File: src/rtl/csr_reg_pkg.sv
// Shared CSR addresses, field positions, write masks and small helpers for the
// machine-mode CSR file and its 64-bit counters.
package csr_reg_pkg;

   localparam logic [11:0] CSR_MSTATUS   = 12'h300;
   localparam logic [11:0] CSR_MISA      = 12'h301;
   localparam logic [11:0] CSR_MIE       = 12'h304;
   localparam logic [11:0] CSR_MTVEC     = 12'h305;
   localparam logic [11:0] CSR_MSCRATCH  = 12'h340;
   localparam logic [11:0] CSR_MEPC      = 12'h341;
   localparam logic [11:0] CSR_MCAUSE    = 12'h342;
   localparam logic [11:0] CSR_MTVAL     = 12'h343;
   localparam logic [11:0] CSR_MIP       = 12'h344;
   localparam logic [11:0] CSR_MCYCLE    = 12'hB00;
   localparam logic [11:0] CSR_MINSTRET  = 12'hB02;
   localparam logic [11:0] CSR_MCYCLEH   = 12'hB80;
   localparam logic [11:0] CSR_MINSTRETH = 12'hB82;
   localparam logic [11:0] CSR_MHARTID   = 12'hF14;

   localparam int MSTATUS_MIE  = 3;
   localparam int MSTATUS_MPIE = 7;
   localparam int MIE_MSIE     = 3;
   localparam int MIE_MTIE     = 7;
   localparam int MIE_MEIE     = 11;

   localparam logic [31:0] MSTATUS_WMASK = 32'h0000_0088;
   localparam logic [31:0] MSTATUS_MPP   = 32'h0000_1800;
   localparam logic [31:0] MIE_WMASK     = 32'h0000_0888;

   // Counter slots: index 0 is mcycle, index 1 is minstret.
   localparam int NUM_CNT = 2;
   localparam logic [11:0] CNT_LO_ADDR [NUM_CNT] = '{CSR_MCYCLE,  CSR_MINSTRET};
   localparam logic [11:0] CNT_HI_ADDR [NUM_CNT] = '{CSR_MCYCLEH, CSR_MINSTRETH};

   typedef struct packed {
      logic hi;
      logic lo;
   } half_we_t;

   function automatic logic [31:0] mstatus_pack(input logic mie, input logic mpie);
      logic [31:0] v;
      v = MSTATUS_MPP;
      v[MSTATUS_MIE]  = mie;
      v[MSTATUS_MPIE] = mpie;
      return v;
   endfunction

endpackage

File: src/rtl/csr_reg_if.sv
// Trap/CSR interface between the pipeline controller (master) and the CSR file
// (slave); carries ID read, EX write and trap side-effect signals.
interface csr_reg_if;
   logic [11:0] id_csr_raddr_i;
   logic [31:0] csr_rdata_o;
   logic        csr_illegal_o;
   logic        ex_csr_we_i;
   logic [11:0] ex_csr_waddr_i;
   logic [31:0] ex_csr_wdata_i;
   logic        instret_inc_i;
   logic        irq_software_i;
   logic        irq_timer_i;
   logic        irq_external_i;
   logic        cause_type_i;
   logic        set_cause_i;
   logic [3:0]  trap_casue_i;
   logic        set_mepc_i;
   logic [31:0] mepc_i;
   logic        set_mtval_i;
   logic [31:0] mtval_i;
   logic        mstatus_mie_clear_i;
   logic        mstatus_mie_set_i;
   logic        mstatus_mie_o;
   logic        mie_external_o;
   logic        mie_timer_o;
   logic        mie_sw_o;
   logic        mip_external_o;
   logic        mip_timer_o;
   logic        mip_sw_o;
   logic [31:0] mtvec_o;
   logic [31:0] mepc_o;

   modport slave (
      input  id_csr_raddr_i, ex_csr_we_i, ex_csr_waddr_i, ex_csr_wdata_i,
      input  instret_inc_i, irq_software_i, irq_timer_i, irq_external_i,
      input  cause_type_i, set_cause_i, trap_casue_i, set_mepc_i, mepc_i,
      input  set_mtval_i, mtval_i, mstatus_mie_clear_i, mstatus_mie_set_i,
      output csr_rdata_o, csr_illegal_o, mstatus_mie_o,
      output mie_external_o, mie_timer_o, mie_sw_o,
      output mip_external_o, mip_timer_o, mip_sw_o, mtvec_o, mepc_o
   );

   modport master (
      output id_csr_raddr_i, ex_csr_we_i, ex_csr_waddr_i, ex_csr_wdata_i,
      output instret_inc_i, irq_software_i, irq_timer_i, irq_external_i,
      output cause_type_i, set_cause_i, trap_casue_i, set_mepc_i, mepc_i,
      output set_mtval_i, mtval_i, mstatus_mie_clear_i, mstatus_mie_set_i,
      input  csr_rdata_o, csr_illegal_o, mstatus_mie_o,
      input  mie_external_o, mie_timer_o, mie_sw_o,
      input  mip_external_o, mip_timer_o, mip_sw_o, mtvec_o, mepc_o
   );
endinterface

File: src/rtl/csr_reg_counter64.sv
// 64-bit counter with increment enable; a write to either half replaces that
// half and suppresses the increment for that cycle.
module csr_counter64
   import csr_reg_pkg::*;
(
   input  logic        clk,
   input  logic        rst,
   input  logic        inc_i,
   input  half_we_t    we_i,
   input  logic [31:0] wdata_i,
   output logic [63:0] count_o
);

   logic [63:0] count_q;
   logic [63:0] count_d;

   always_comb begin
      count_d = count_q;
      if (we_i.lo) begin
         count_d[31:0] = wdata_i;
      end else if (we_i.hi) begin
         count_d[63:32] = wdata_i;
      end else if (inc_i) begin
         count_d = count_q + 64'd1;
      end
   end

   always_ff @(posedge clk) begin
      if (rst) begin
         count_q <= '0;
      end else begin
         count_q <= count_d;
      end
   end

   assign count_o = count_q;

endmodule

File: src/rtl/csr_reg.sv
// Machine-mode CSR register file: combinational ID reads with EX bypass,
// single-cycle EX writes, and trap side effects commanded by the controller.
module csr_reg
   import csr_reg_pkg::*;
#(
   parameter logic [31:0] HART_ID     = 32'h0,
   parameter logic [31:0] MISA_VALUE  = 32'h4000_0100,
   parameter logic [31:0] MTVEC_RESET = 32'h0
) (
   input logic     clk,
   input logic     rst,
   csr_reg_if.slave bus
);

   logic        mie_q, mie_d;
   logic        mpie_q, mpie_d;
   logic        msie_q, msie_d;
   logic        mtie_q, mtie_d;
   logic        meie_q, meie_d;
   logic [2:0]  mip_q;
   logic [29:0] mtvec_q, mtvec_d;
   logic [31:0] mscratch_q, mscratch_d;
   logic [29:0] mepc_q, mepc_d;
   logic [31:0] mcause_q, mcause_d;
   logic [31:0] mtval_q, mtval_d;

   logic [31:0] wdata;
   logic        wr_mstatus, wr_mie, wr_mtvec, wr_mscratch, wr_mepc, wr_mcause, wr_mtval;

   assign wdata       = bus.ex_csr_wdata_i;
   assign wr_mstatus  = bus.ex_csr_we_i && (bus.ex_csr_waddr_i == CSR_MSTATUS);
   assign wr_mie      = bus.ex_csr_we_i && (bus.ex_csr_waddr_i == CSR_MIE);
   assign wr_mtvec    = bus.ex_csr_we_i && (bus.ex_csr_waddr_i == CSR_MTVEC);
   assign wr_mscratch = bus.ex_csr_we_i && (bus.ex_csr_waddr_i == CSR_MSCRATCH);
   assign wr_mepc     = bus.ex_csr_we_i && (bus.ex_csr_waddr_i == CSR_MEPC);
   assign wr_mcause   = bus.ex_csr_we_i && (bus.ex_csr_waddr_i == CSR_MCAUSE);
   assign wr_mtval    = bus.ex_csr_we_i && (bus.ex_csr_waddr_i == CSR_MTVAL);

   // Trap commands outrank EX writes; clear (trap entry) outranks set (mret).
   always_comb begin
      mie_d      = mie_q;
      mpie_d     = mpie_q;
      msie_d     = msie_q;
      mtie_d     = mtie_q;
      meie_d     = meie_q;
      mtvec_d    = mtvec_q;
      mscratch_d = mscratch_q;
      mepc_d     = mepc_q;
      mcause_d   = mcause_q;
      mtval_d    = mtval_q;

      if (bus.mstatus_mie_clear_i) begin
         mpie_d = mie_q;
         mie_d  = 1'b0;
      end else if (bus.mstatus_mie_set_i) begin
         mie_d  = mpie_q;
         mpie_d = 1'b1;
      end else if (wr_mstatus) begin
         mie_d  = wdata[MSTATUS_MIE];
         mpie_d = wdata[MSTATUS_MPIE];
      end

      if (wr_mie) begin
         msie_d = wdata[MIE_MSIE];
         mtie_d = wdata[MIE_MTIE];
         meie_d = wdata[MIE_MEIE];
      end

      if (wr_mtvec)    mtvec_d    = wdata[31:2];
      if (wr_mscratch) mscratch_d = wdata;

      if (bus.set_mepc_i)   mepc_d = bus.mepc_i[31:2];
      else if (wr_mepc)     mepc_d = wdata[31:2];

      if (bus.set_cause_i)  mcause_d = {bus.cause_type_i, 27'b0, bus.trap_casue_i};
      else if (wr_mcause)   mcause_d = wdata;

      if (bus.set_mtval_i)  mtval_d = bus.mtval_i;
      else if (wr_mtval)    mtval_d = wdata;
   end

   always_ff @(posedge clk) begin
      if (rst) begin
         mie_q      <= 1'b0;
         mpie_q     <= 1'b0;
         msie_q     <= 1'b0;
         mtie_q     <= 1'b0;
         meie_q     <= 1'b0;
         mip_q      <= '0;
         mtvec_q    <= MTVEC_RESET[31:2];
         mscratch_q <= '0;
         mepc_q     <= '0;
         mcause_q   <= '0;
         mtval_q    <= '0;
      end else begin
         mie_q      <= mie_d;
         mpie_q     <= mpie_d;
         msie_q     <= msie_d;
         mtie_q     <= mtie_d;
         meie_q     <= meie_d;
         mip_q      <= {bus.irq_external_i, bus.irq_timer_i, bus.irq_software_i};
         mtvec_q    <= mtvec_d;
         mscratch_q <= mscratch_d;
         mepc_q     <= mepc_d;
         mcause_q   <= mcause_d;
         mtval_q    <= mtval_d;
      end
   end

   logic [63:0]    cnt_val [NUM_CNT];
   logic [NUM_CNT-1:0] cnt_inc;

   assign cnt_inc = {bus.instret_inc_i, 1'b1};

   generate
      for (genvar gi = 0; gi < NUM_CNT; gi++) begin : g_cnt
         half_we_t cnt_we;
         assign cnt_we.lo = bus.ex_csr_we_i && (bus.ex_csr_waddr_i == CNT_LO_ADDR[gi]);
         assign cnt_we.hi = bus.ex_csr_we_i && (bus.ex_csr_waddr_i == CNT_HI_ADDR[gi]);

         csr_counter64 u_cnt (
            .clk     (clk),
            .rst     (rst),
            .inc_i   (cnt_inc[gi]),
            .we_i    (cnt_we),
            .wdata_i (wdata),
            .count_o (cnt_val[gi])
         );
      end
   endgenerate

   logic [31:0] mip_word, mie_word;
   logic [31:0] rd_stored, rd_bypass, rdata;
   logic        rd_writable, rd_illegal;

   always_comb begin
      mip_word = '0;
      mip_word[MIE_MSIE] = mip_q[0];
      mip_word[MIE_MTIE] = mip_q[1];
      mip_word[MIE_MEIE] = mip_q[2];
      mie_word = '0;
      mie_word[MIE_MSIE] = msie_q;
      mie_word[MIE_MTIE] = mtie_q;
      mie_word[MIE_MEIE] = meie_q;
   end

   // rd_bypass is the value a same-cycle EX write to this address would store.
   always_comb begin
      rd_stored   = '0;
      rd_bypass   = wdata;
      rd_writable = 1'b1;
      rd_illegal  = 1'b0;
      case (bus.id_csr_raddr_i)
         CSR_MSTATUS: begin
            rd_stored = mstatus_pack(mie_q, mpie_q);
            rd_bypass = (wdata & MSTATUS_WMASK) | MSTATUS_MPP;
         end
         CSR_MISA: begin
            rd_stored   = MISA_VALUE;
            rd_writable = 1'b0;
         end
         CSR_MIE: begin
            rd_stored = mie_word;
            rd_bypass = wdata & MIE_WMASK;
         end
         CSR_MTVEC: begin
            rd_stored = {mtvec_q, 2'b00};
            rd_bypass = {wdata[31:2], 2'b00};
         end
         CSR_MSCRATCH:  rd_stored = mscratch_q;
         CSR_MEPC: begin
            rd_stored = {mepc_q, 2'b00};
            rd_bypass = {wdata[31:2], 2'b00};
         end
         CSR_MCAUSE:    rd_stored = mcause_q;
         CSR_MTVAL:     rd_stored = mtval_q;
         CSR_MIP: begin
            rd_stored   = mip_word;
            rd_writable = 1'b0;
         end
         CSR_MCYCLE:    rd_stored = cnt_val[0][31:0];
         CSR_MINSTRET:  rd_stored = cnt_val[1][31:0];
         CSR_MCYCLEH:   rd_stored = cnt_val[0][63:32];
         CSR_MINSTRETH: rd_stored = cnt_val[1][63:32];
         CSR_MHARTID: begin
            rd_stored   = HART_ID;
            rd_writable = 1'b0;
         end
         default: begin
            rd_writable = 1'b0;
            rd_illegal  = 1'b1;
         end
      endcase

      if (rd_writable && bus.ex_csr_we_i && (bus.ex_csr_waddr_i == bus.id_csr_raddr_i)) begin
         rdata = rd_bypass;
      end else begin
         rdata = rd_stored;
      end
   end

   assign bus.csr_rdata_o    = rdata;
   assign bus.csr_illegal_o  = rd_illegal;
   assign bus.mstatus_mie_o  = mie_q;
   assign bus.mie_external_o = meie_q;
   assign bus.mie_timer_o    = mtie_q;
   assign bus.mie_sw_o       = msie_q;
   assign bus.mip_external_o = mip_q[2];
   assign bus.mip_timer_o    = mip_q[1];
   assign bus.mip_sw_o       = mip_q[0];
   assign bus.mtvec_o        = {mtvec_q, 2'b00};
   assign bus.mepc_o         = {mepc_q, 2'b00};

endmodule

File: src/flat_wrapper.sv
// flat-port wrapper written by rule: the top's interface ports become plain ports
module csr_reg_flat import csr_reg_pkg::*;
#(
   parameter logic [31:0] HART_ID     = 32'h0,
   parameter logic [31:0] MISA_VALUE  = 32'h4000_0100,
   parameter logic [31:0] MTVEC_RESET = 32'h0
)
  (clk, rst, bus_id_csr_raddr_i, bus_ex_csr_we_i, bus_ex_csr_waddr_i, bus_ex_csr_wdata_i, bus_instret_inc_i, bus_irq_software_i, bus_irq_timer_i, bus_irq_external_i, bus_cause_type_i, bus_set_cause_i, bus_trap_casue_i, bus_set_mepc_i, bus_mepc_i, bus_set_mtval_i, bus_mtval_i, bus_mstatus_mie_clear_i, bus_mstatus_mie_set_i, bus_csr_rdata_o, bus_csr_illegal_o, bus_mstatus_mie_o, bus_mie_external_o, bus_mie_timer_o, bus_mie_sw_o, bus_mip_external_o, bus_mip_timer_o, bus_mip_sw_o, bus_mtvec_o, bus_mepc_o);
  csr_reg_if bus_i ();
  input logic clk;
  input logic rst;
  input wire logic [$bits(bus_i.id_csr_raddr_i)-1:0] bus_id_csr_raddr_i;
  input wire logic [$bits(bus_i.ex_csr_we_i)-1:0] bus_ex_csr_we_i;
  input wire logic [$bits(bus_i.ex_csr_waddr_i)-1:0] bus_ex_csr_waddr_i;
  input wire logic [$bits(bus_i.ex_csr_wdata_i)-1:0] bus_ex_csr_wdata_i;
  input wire logic [$bits(bus_i.instret_inc_i)-1:0] bus_instret_inc_i;
  input wire logic [$bits(bus_i.irq_software_i)-1:0] bus_irq_software_i;
  input wire logic [$bits(bus_i.irq_timer_i)-1:0] bus_irq_timer_i;
  input wire logic [$bits(bus_i.irq_external_i)-1:0] bus_irq_external_i;
  input wire logic [$bits(bus_i.cause_type_i)-1:0] bus_cause_type_i;
  input wire logic [$bits(bus_i.set_cause_i)-1:0] bus_set_cause_i;
  input wire logic [$bits(bus_i.trap_casue_i)-1:0] bus_trap_casue_i;
  input wire logic [$bits(bus_i.set_mepc_i)-1:0] bus_set_mepc_i;
  input wire logic [$bits(bus_i.mepc_i)-1:0] bus_mepc_i;
  input wire logic [$bits(bus_i.set_mtval_i)-1:0] bus_set_mtval_i;
  input wire logic [$bits(bus_i.mtval_i)-1:0] bus_mtval_i;
  input wire logic [$bits(bus_i.mstatus_mie_clear_i)-1:0] bus_mstatus_mie_clear_i;
  input wire logic [$bits(bus_i.mstatus_mie_set_i)-1:0] bus_mstatus_mie_set_i;
  output wire logic [$bits(bus_i.csr_rdata_o)-1:0] bus_csr_rdata_o;
  output wire logic [$bits(bus_i.csr_illegal_o)-1:0] bus_csr_illegal_o;
  output wire logic [$bits(bus_i.mstatus_mie_o)-1:0] bus_mstatus_mie_o;
  output wire logic [$bits(bus_i.mie_external_o)-1:0] bus_mie_external_o;
  output wire logic [$bits(bus_i.mie_timer_o)-1:0] bus_mie_timer_o;
  output wire logic [$bits(bus_i.mie_sw_o)-1:0] bus_mie_sw_o;
  output wire logic [$bits(bus_i.mip_external_o)-1:0] bus_mip_external_o;
  output wire logic [$bits(bus_i.mip_timer_o)-1:0] bus_mip_timer_o;
  output wire logic [$bits(bus_i.mip_sw_o)-1:0] bus_mip_sw_o;
  output wire logic [$bits(bus_i.mtvec_o)-1:0] bus_mtvec_o;
  output wire logic [$bits(bus_i.mepc_o)-1:0] bus_mepc_o;
  assign bus_i.id_csr_raddr_i = bus_id_csr_raddr_i;
  assign bus_i.ex_csr_we_i = bus_ex_csr_we_i;
  assign bus_i.ex_csr_waddr_i = bus_ex_csr_waddr_i;
  assign bus_i.ex_csr_wdata_i = bus_ex_csr_wdata_i;
  assign bus_i.instret_inc_i = bus_instret_inc_i;
  assign bus_i.irq_software_i = bus_irq_software_i;
  assign bus_i.irq_timer_i = bus_irq_timer_i;
  assign bus_i.irq_external_i = bus_irq_external_i;
  assign bus_i.cause_type_i = bus_cause_type_i;
  assign bus_i.set_cause_i = bus_set_cause_i;
  assign bus_i.trap_casue_i = bus_trap_casue_i;
  assign bus_i.set_mepc_i = bus_set_mepc_i;
  assign bus_i.mepc_i = bus_mepc_i;
  assign bus_i.set_mtval_i = bus_set_mtval_i;
  assign bus_i.mtval_i = bus_mtval_i;
  assign bus_i.mstatus_mie_clear_i = bus_mstatus_mie_clear_i;
  assign bus_i.mstatus_mie_set_i = bus_mstatus_mie_set_i;
  assign bus_csr_rdata_o = bus_i.csr_rdata_o;
  assign bus_csr_illegal_o = bus_i.csr_illegal_o;
  assign bus_mstatus_mie_o = bus_i.mstatus_mie_o;
  assign bus_mie_external_o = bus_i.mie_external_o;
  assign bus_mie_timer_o = bus_i.mie_timer_o;
  assign bus_mie_sw_o = bus_i.mie_sw_o;
  assign bus_mip_external_o = bus_i.mip_external_o;
  assign bus_mip_timer_o = bus_i.mip_timer_o;
  assign bus_mip_sw_o = bus_i.mip_sw_o;
  assign bus_mtvec_o = bus_i.mtvec_o;
  assign bus_mepc_o = bus_i.mepc_o;
  csr_reg #(.HART_ID(HART_ID), .MISA_VALUE(MISA_VALUE), .MTVEC_RESET(MTVEC_RESET)) u_core (.clk(clk), .rst(rst), .bus(bus_i));
endmodule
File: config.mk
export PLATFORM = sky130hd
export DESIGN_NAME = csr_reg_flat
export DESIGN_NICKNAME = d
export VERILOG_FILES = /design/src/rtl/csr_reg_pkg.sv /design/src/rtl/csr_reg_if.sv /design/src/rtl/csr_reg_counter64.sv /design/src/rtl/csr_reg.sv /design/src/flat_wrapper.sv
export SDC_FILE = /design/constraint.sdc
export NUM_CORES = 1
export LEC_CHECK = 0
export ABC_AREA = 1
export BUFFER_PORTS_ARGS = -buffer_cell sky130_fd_sc_hd__buf_2
export CAP_MARGIN = 30
export CELL_PAD_IN_SITES_DETAIL_PLACEMENT = 2
export CELL_PAD_IN_SITES_GLOBAL_PLACEMENT = 2
export CORE_UTILIZATION = 28
export DETAILED_ROUTE_END_ITERATION = 7
export HOLD_SLACK_MARGIN = 0.02
export PLACE_DENSITY = 0.8
export SYNTH_ARGS = -nofsm -noshare
export SYNTH_HDL_FRONTEND = slang
export SYNTH_SLANG_ARGS = --single-unit
export TNS_END_PERCENT = 10
File: constraint.sdc
create_clock -name clk -period 1.94 [get_ports clk]
set_clock_uncertainty 0.1 [all_clocks]
set_input_delay 0.388 -clock clk [delete_from_list [all_inputs] [get_ports clk]]
set_output_delay 0.388 -clock clk [all_outputs]
set_load 0.01 [all_outputs]
==> impl_metrics.yaml, run 1 <==
clock_network:
  h_tree_levels: 2
  cts_buffers: 38
  clock-root-buffer: "clkbuf_16"
  cts_sinks: 292
  clockBufferDepth: 3
synthesis:
  synth.yosys.seq_area_share_pct: 30.5
  synth_cells: 3254
  netlist-cell-type-count: 41
  post_synth.cell_area_avg_um2: 5.90
  synth-warning-count: 0
  syn-cell-area_um2: 19200
  synth-seq-cells: 292
sta:
  worstEndpointGrtRepair: "bus_csr_rdata_o[22]"
  worst-ep-kind: "output port"
placed_design:
  routabilityCongestion: 1.03
  hpwl_um: 111000
  buffer_ports.inserted: 234
  place.detailed.instances: 4777
die:
  initial_core_util_pct: 28.4
  placement_rows: 95
  floorplan.die.height_um: 264
  floorplan.io_pins: 241
  die-width_um: 264
grt:
  grt_util_all_layers_pct: 72.4
  grt_overflow: 390
  grt_start_max_net_pins: 57
outcome:
  run_status: "did not finish"
  flow.stopped_at: "global routing"
  run.stop_error: "[ERROR GRT-0232] Routing congestion too high. Check the congestion heatmap in the GUI."
[layer usage]
layer	GRT overflow	global-route usage, %
met2	230	91.4
met4	148	69.0
met5	0	24.6
met3	7	54.5
met1	5	73.2
[stage by stage]
step	area [µm²]	setup WS [ns]	utilization, %
2_1_floorplan	19500	-0.0686	-
3_3_place_gp	25900	-1.14	38.3
3_5_place_dp	25900	-1.25	38.3
4_1_cts	29400	-0.630	43.6
[kinds of logic after synthesis]
group                    count (synthesis)  share of synthesized area, %
XOR/XNOR                                50                          2.28
AND/OR/NAND/NOR                       1702                          37.4
AO/OA/AOI/OAI                          725                          19.5
flip-flops                             292                          30.5
other                                    1                        0.0195
buffers and inverters                  482                          10.2
adder cells (fa/ha/maj)                  2                         0.130
[synthesized netlist by cell type (all sizes together)]
cell,instances,area share (%)
nand3b,5,0.20
dfxtp,292,30
a31oi,26,0.85
nor3b,1,0.039
a211oi,5,0.20
nor4,4,0.21
nor2,437,9.2
inv,317,6.2
o221ai,1,0.046
buf,77,2.3
nand2,885,17
and2,3,0.098
ha,2,0.13
xnor2,20,0.91
clkinv,3,0.059
nand4,62,2.0
o21ai,343,8.9
xor2,30,1.4
o211ai,1,0.039
nor3,21,0.63
conb,1,0.020
o22ai,43,1.4
o2111ai,1,0.046
nand3,284,7.6
clkbuf,85,1.7
o21bai,1,0.039
a21oi,304,7.9
[timing repair]
| action | 4_1_cts |
|---|---|
| hold buffers | 11 |
| gates cloned | 8 |
| endpoints found under the hold margin | 14 |
| endpoints found under the setup margin | 140 |
| pin swaps | 99 |
| setup buffers | 41 |
| gates resized for setup | 453 |
==> inputs of run 2 (changes only) <==
Settings changed: CELL_PAD_IN_SITES_DETAIL_PLACEMENT 2 to unset, CELL_PAD_IN_SITES_GLOBAL_PLACEMENT 2 to unset, CORE_UTILIZATION 28 to 37, HOLD_SLACK_MARGIN 0.02 to unset, PLACE_DENSITY 0.8 to unset, PLACE_DENSITY_LB_ADDON set to 0.15.
Clock period 1.94 ns to 2.5 ns, I/O delays scaled along.
==> run 2 against run 1 <==
The flow now finishes, with violations (setup timing). Synthesized area unchanged. Synthesized cell count unchanged.
==> impl_metrics.yaml, run 2 <==
outcome:
  run_status: "complete, but fails checks"
  violations: "setup timing"
synthesis:
  synth_flop_cell: "dfxtp_1"
  synth_xor_area_share_pct: 2.28
  synth_fa_ha_area_share_pct: 0.130
  yosysTopAreaCell: "dfxtp_1"
  synthMostInstantiatedCell: "nand2_1"
  muxShareOfSynthArea_pct: 0
  synthSimpleGateAreaFrac_pct: 37.4
  cell_types_with_the_largest_area_share_after_synthesis: "dfxtp_1 (30%), nand2_1 (17%), o21ai_0 (8.7%)"
  synth.yosys.seq_area_share_pct: 30.5
  combinational_family_with_the_most_area_after_synthesis: "simple AND/OR/NAND/NOR gates"
  synth-seq-cells: 292
  syn-cell-area_um2: 19200
  synth_edf_count: 0
  netlist_top_cells_count: "nand2_1 (873), nor2_1 (412), o21ai_0 (333), a21oi_1 (303), inv_1 (299)"
  synth_cells: 3254
  synth-warning-count: 0
  synth_compound_area_share_pct: 19.5
  post_synth.cell_area_avg_um2: 5.90
  yosys.area.top_type_share_pct: 30.5
  postSynth.asyncResetShare_pct: 0
  netlist-cell-type-count: 41
sta:
  final_period_minus_worst_setup_slack_ns: 2.89
  fin_ws_ns: -0.394
  slew_headroom_pct: 38.3
  achievable-frequency_mhz: 346
  report.final.hold_viol_count: 0
  setup_total_negative_slack_ns: -11.33
  final_max_slew_viol_count: 0
  finalCritPeriodShare_pct: 116
  worst_pin_slew_ns: 0.924
  rsz0062_at_grt: "true"
  report.final.setup_viol: 33
worst_hold_path:
  worst_hold_path.num_cells: 3
  hp-class: "input port to register"
die:
  floorplan.io_pins: 241
  core_area_um2: 51300
  placement_rows: 83
  dieArea_um2: 52800
  floorplan.die.height_um: 230
  die-width_um: 230
  initial_core_util_pct: 37.4
setup_path:
  worstPathArrival_ns: 2.29
  critical_path_rt_ns: 1.90
  worst-r2r-cell-count: 8
  critical_path.startpoint_type: "input port"
  crit_fanout: 7
  setup.worst_path.class: "input port to output port"
  critical_path.endpoint_type: "output port"
drt:
  routedWlPerCell_um: 25.7
  count_of_nets_left_with_antenna_violations_after_detail_routing: 0
  via_per_inst: 5.72
  drt_iter0_drc: 2990
  dr.pass1.iters: 6
  drc_errors: 0
  routed-via-count: 25300
  wl_um: 114000
cells_and_area:
  final_cells: 4426
  final_net_count: 3858
  mostFrequentLayoutCell: "nand2_1"
  largest_reg_flops: 128
  antenna_cells: 0
  share_of_post_route_cells_with_drive_strength_above_1_pct: 22.3
  final_design_area_no_fill_um2: 26000
  mostFrequentLayoutCells: "nand2_1 (828), nor2_1 (387), o21ai_0 (308)"
  synthToLayoutAreaGrowth_pct: 35.3
placed_design:
  detailedPlace.worstSlack_ns: -0.573
  routabilityCongestion: 1.08
  dpl_cell_area_um2: 23400
  buffer_ports.inserted: 234
  place.detailed.instances: 4329
  hpwl_um: 88000
clock_network:
  cts_buffers: 37
  tritoncts: "done"
  clk_pin_slew_ns: 0.06
  cts_sinks: 292
  clock-root-buffer: "clkbuf_16"
  clockBufferDepth: 3
  h_tree_levels: 2
  clkLatencyLatePin_ns: 0.60
power_and_ir_drop:
  vdd_drop_max_uv: 525
  power.density_nw_per_um2: 452
  power.leakage_uw: 0.0109
  report.power.total_uw: 11700
grt:
  grt_overflow: 0
  antenna_found_initial: 8
  grt_pass1_vias: 23100
  grt_util_all_layers_pct: 41.6
  grt_start_max_net_pins: 117
  grt_first_pass_wirelength_um: 160000
run:
  drv_cap: 0
-- run 2: final cells by class --
cell class | count | area [µm²]
inverters | 320 | 1240
flip-flops and latches | 292 | 5850
clock inverters | 9 | 174
fillers | 5432 | 25300
clock buffers | 57 | 1090
repair buffers | 585 | 4730
multi-input cells | 2483 | 12000
well taps | 680 | 851
-- run 2: per-stage QoR --
step           utilization (%)  hold slack, ns
2_1_floorplan                -           0.324
3_3_place_gp              45.6           0.337
3_5_place_dp              45.6           0.337
4_1_cts                   49.4          0.0314
5_1_grt                   50.6          0.0539
6_report                  50.6          0.0388
-- run 2: worst paths after layout --
kind | from | endpoint | slack [ns]
worst max register to register | u_core.g_cnt[0].u_cnt.count_o[16]$_SDFFE_PP0P_ | u_core.g_cnt[0].u_cnt.count_o[49]$_SDFFE_PP0N_ | 0.12
worst min-delay path | bus_irq_timer_i | u_core.mip_q[1]$_SDFF_PP0_ | 0.04
worst max-delay path | bus_id_csr_raddr_i[9] | bus_csr_rdata_o[4] | -0.39
worst min register to register | u_core.mtval_q[10]$_SDFFE_PP0P_ | u_core.mtval_q[10]$_SDFFE_PP0P_ | 0.34
-- run 2: critical path, stage by stage --
cell,delay (ns)
buf_4,0.10
nand2_4,0.07
buf_6,0.12
nor2_4,0.26
nand3_4,0.20
buf_12,0.21
clkinv_8,0.07
buf_6,0.11
nand2_1,0.08
nand2_2,0.09
nor2_1,0.07
nand3_1,0.08
nand3_1,0.07
nand2_1,0.10
buf_2,0.14
-- run 2: kinds of logic (layout without fill, tap and decap cells) --
logic type	after synthesis	in the layout
AND/OR/NAND/NOR	1702	1702
flip-flops	292	292
AO/OA/AOI/OAI	725	725
buffers and inverters	482	971
other	1	4
XOR/XNOR	50	50
adder cells (fa/ha/maj)	2	2
-- run 2: report_power, final --
part	switching, µW	total, µW	internal [µW]	leakage [µW]
logic	835	1260	421	0.00794
registers	73.0	4820	4740	0.00237
clock network	2400	5660	3260	0.000612
total	3310	11700	8420	0.0109
-- run 2: repair_timing --
action / 4_1_cts / 5_1_grt
setup buffers: 15 / 17
pin swaps: 23 / 57
setup endpoints to repair: 33 / 35
hold buffers: 0 / 0
resized for setup: 143 / 134
cloned: 3 / 3
-- run 2: layer usage --
layer	wire, µm	GRT usage [%]	part of all wire [%]
met1	46400	55.2	41
met2	48600	63.3	43
met3	11700	8.28	10
met4	7150	22.6	6.3
met5	50	0	0.044
Note: power is estimated with default switching activity, not from simulation.
==> inputs of run 3 (changes only) <==
Settings changed: CORE_ASPECT_RATIO set to 0.7, SKIP_LAST_GASP set to 1.
==> run 3 against run 2 <==
Sequential share of layout area up 0.26 points. The flow finishes with violations (DRC, setup timing). Sequential cell count unchanged. Register-to-register slack got worse by 0.05 ns. Critical path depth is the same.
==> impl_metrics.yaml, run 3 (same netlist as run 2, synthesis figures left out) <==
outcome:
  run_status: "complete, but fails checks"
  violations: "DRC, setup timing"
clock_network:
  h_tree_levels: 2
  clk_pin_slew_ns: 0.06
  cts_sinks: 292
  clockBufferDepth: 3
  clkLatencyLatePin_ns: 0.58
  cts_buffers: 35
  tritoncts: "done"
  clock-root-buffer: "clkbuf_16"
setup_path:
  worstPathArrival_ns: 2.16
  crit_fanout: 5
  critical_path.startpoint_type: "input port"
  critical_path.endpoint_type: "output port"
  path_cells: "buf_8, inv_4, nand2_4, nor2_4, buf_6, inv_1, nor2_4, clkbuf_16, nand2_1, o21ai_1, nor2_1, nand3_1, nand3_1, nand2_1, buf_2"
  cpPeakStageDelay_ns: 0.22
  critical_path_rt_ns: 1.90
  timing.critical_path.slowest_stage_cell: "nor2_4"
  setup.worst_path.class: "input port to output port"
sta:
  rsz0062_at_grt: "true"
  achievable-frequency_mhz: 362
  worst_pin_slew_ns: 0.969
  final_max_slew_viol_count: 0
  setup_total_negative_slack_ns: -7.55
  final_period_minus_worst_setup_slack_ns: 2.76
  slew_headroom_pct: 35.3
  report.final.hold_viol_count: 0
  report.final.setup_viol: 33
  fin_ws_ns: -0.259
  finalCritPeriodShare_pct: 110
die:
  floorplan.io_pins: 241
  initial_core_util_pct: 37.6
  placement_rows: 69
  die-width_um: 274
  core_area_um2: 51000
  floorplan.die.height_um: 193
  dieArea_um2: 52800
run:
  drv_cap: 0
drt:
  drt_iter0_drc: 3518
  drc_errors: 1
  wl_met2_um: 41400
  routed-via-count: 25200
  count_of_nets_left_with_antenna_violations_after_detail_routing: 0
  wl_on_met1_um: 48300
  dr.max_layer_used: "met5"
  routed_wl_met3_um: 15500
  wl_um: 110000
  via_per_inst: 5.75
  routedWlPerCell_um: 25.0
  dr.pass1.iters: 8
cells_and_area:
  layout.core_utilization_pct: 50.3
  final_design_area_no_fill_um2: 25700
  final_cells: 4386
  largest_reg_flops: 128
  fillers: 5299
  share_of_post_route_cells_with_drive_strength_above_1_pct: 21.2
  mostFrequentLayoutCell: "nand2_1"
  final_net_count: 3823
  synthToLayoutAreaGrowth_pct: 33.7
  seq_area_um2: 5850
  multi_input_area_um2: 12100
  mostFrequentLayoutCells: "nand2_1 (851), nor2_1 (386), o21ai_0 (304)"
power_and_ir_drop:
  swShare_pct: 28.7
  power.density_nw_per_um2: 451
  power.clock.fraction_pct: 47.7
  switchingPower_uw: 3320
  power.share.sequential_pct: 41.6
  power.leakage_uw: 0.0107
  vdd_drop_max_uv: 372
  combinational_cell_fraction_of_total_power_pct: 10.7
  p_int_uw: 8270
placed_design:
  place.detailed.instances: 4267
  dpl_cell_area_um2: 22900
  hpwl_um: 83400
  routabilityCongestion: 1.10
  buffer_ports.inserted: 234
grt:
  grt_util_all_layers_pct: 40.7
  grt_pass1_vias: 22600
  antenna_found_initial: 9
  grt_start_max_net_pins: 117
  grt_overflow: 0
  grt_first_pass_wirelength_um: 156000
worst_hold_path:
  hp-class: "input port to register"
[run 3: cell types whose count changed in the layout (fill, tap and decap cells not counted), sizes merged]
cell      previous run  this run
buf                581       550
bufinv               2         3
clkbuf              60        46
clkinv              11        13
clkinvlp             0         4
diode                0         3
inv                316       317
[run 3: per-stage QoR]
stage | hold WS [ns] | setup WS [ns] | total power, µW
after floorplan | 0.324 | 0.188 | 5360
after global placement | 0.336 | -0.742 | 6010
after detailed placement | 0.337 | -0.696 | 6020
after CTS | 0.0171 | -0.257 | 11500
after global routing | 0.0503 | -0.322 | 11800
final | 0.0293 | -0.259 | 11600
[run 3: critical path: cells and delay by family]
| kind | cells | cell delay [ns] |
|---|---|---|
| buf+inv | 6 | 0.68 |
| simple gates | 8 | 0.80 |
| compound gates | 1 | 0.17 |
[run 3: power by group through the flow]
stage | combinational, µW | clock [µW] | sequential (µW)
CTS | 1180 | 5540 | 4810
global route | 1310 | 5680 | 4820
global placement | 1090 | 0 | 4920
floorplan | 457 | 0 | 4910
finish | 1240 | 5530 | 4820
detailed placement | 1100 | 0 | 4920
[run 3: cell type report]
class | instances | share of cell area (%)
multi-input combinational | 2483 | 47.0
antenna | 3 | 0.0292
sequential | 292 | 22.8
inverter | 320 | 4.86
clock buffer | 45 | 3.79
tap | 674 | 3.28
timing repair buffer | 552 | 17.4
clock inverter | 17 | 0.824
[run 3: path summary, 6_finish.rpt]
check,startpoint,endpoint,slack [ns],cells after the start
worst min register to register,u_core.mtval_q[9]$_SDFFE_PP0P_,u_core.mtval_q[9]$_SDFFE_PP0P_,0.35,2
worst min-delay path,bus_irq_external_i,u_core.mip_q[2]$_SDFF_PP0_,0.03,3
worst max register to register,u_core.g_cnt[1].u_cnt.count_o[0]$_SDFFE_PP0P_,u_core.g_cnt[1].u_cnt.count_o[37]$_SDFFE_PP0P_,0.07,10
worst max-delay path,bus_id_csr_raddr_i[3],bus_csr_rdata_o[31],-0.26,15
[run 3: repair_timing]
action,CTS,global route
gates cloned,8,1
resized for setup,208,69
hold buffers,0,0
pin swaps,37,36
setup buffers,43,6
setup endpoints to repair,33,37
[run 3: metal layers]
| layer | GRT usage [%] | vias to the layer above |
|---|---|---|
| met3 | 11.2 | 251 |
| met1 | 60.5 | 11800 |
| li1 | - | 11500 |
| met2 | 54.7 | 1611 |
| met4 | 15.0 | 6 |
| met5 | 0 | - |
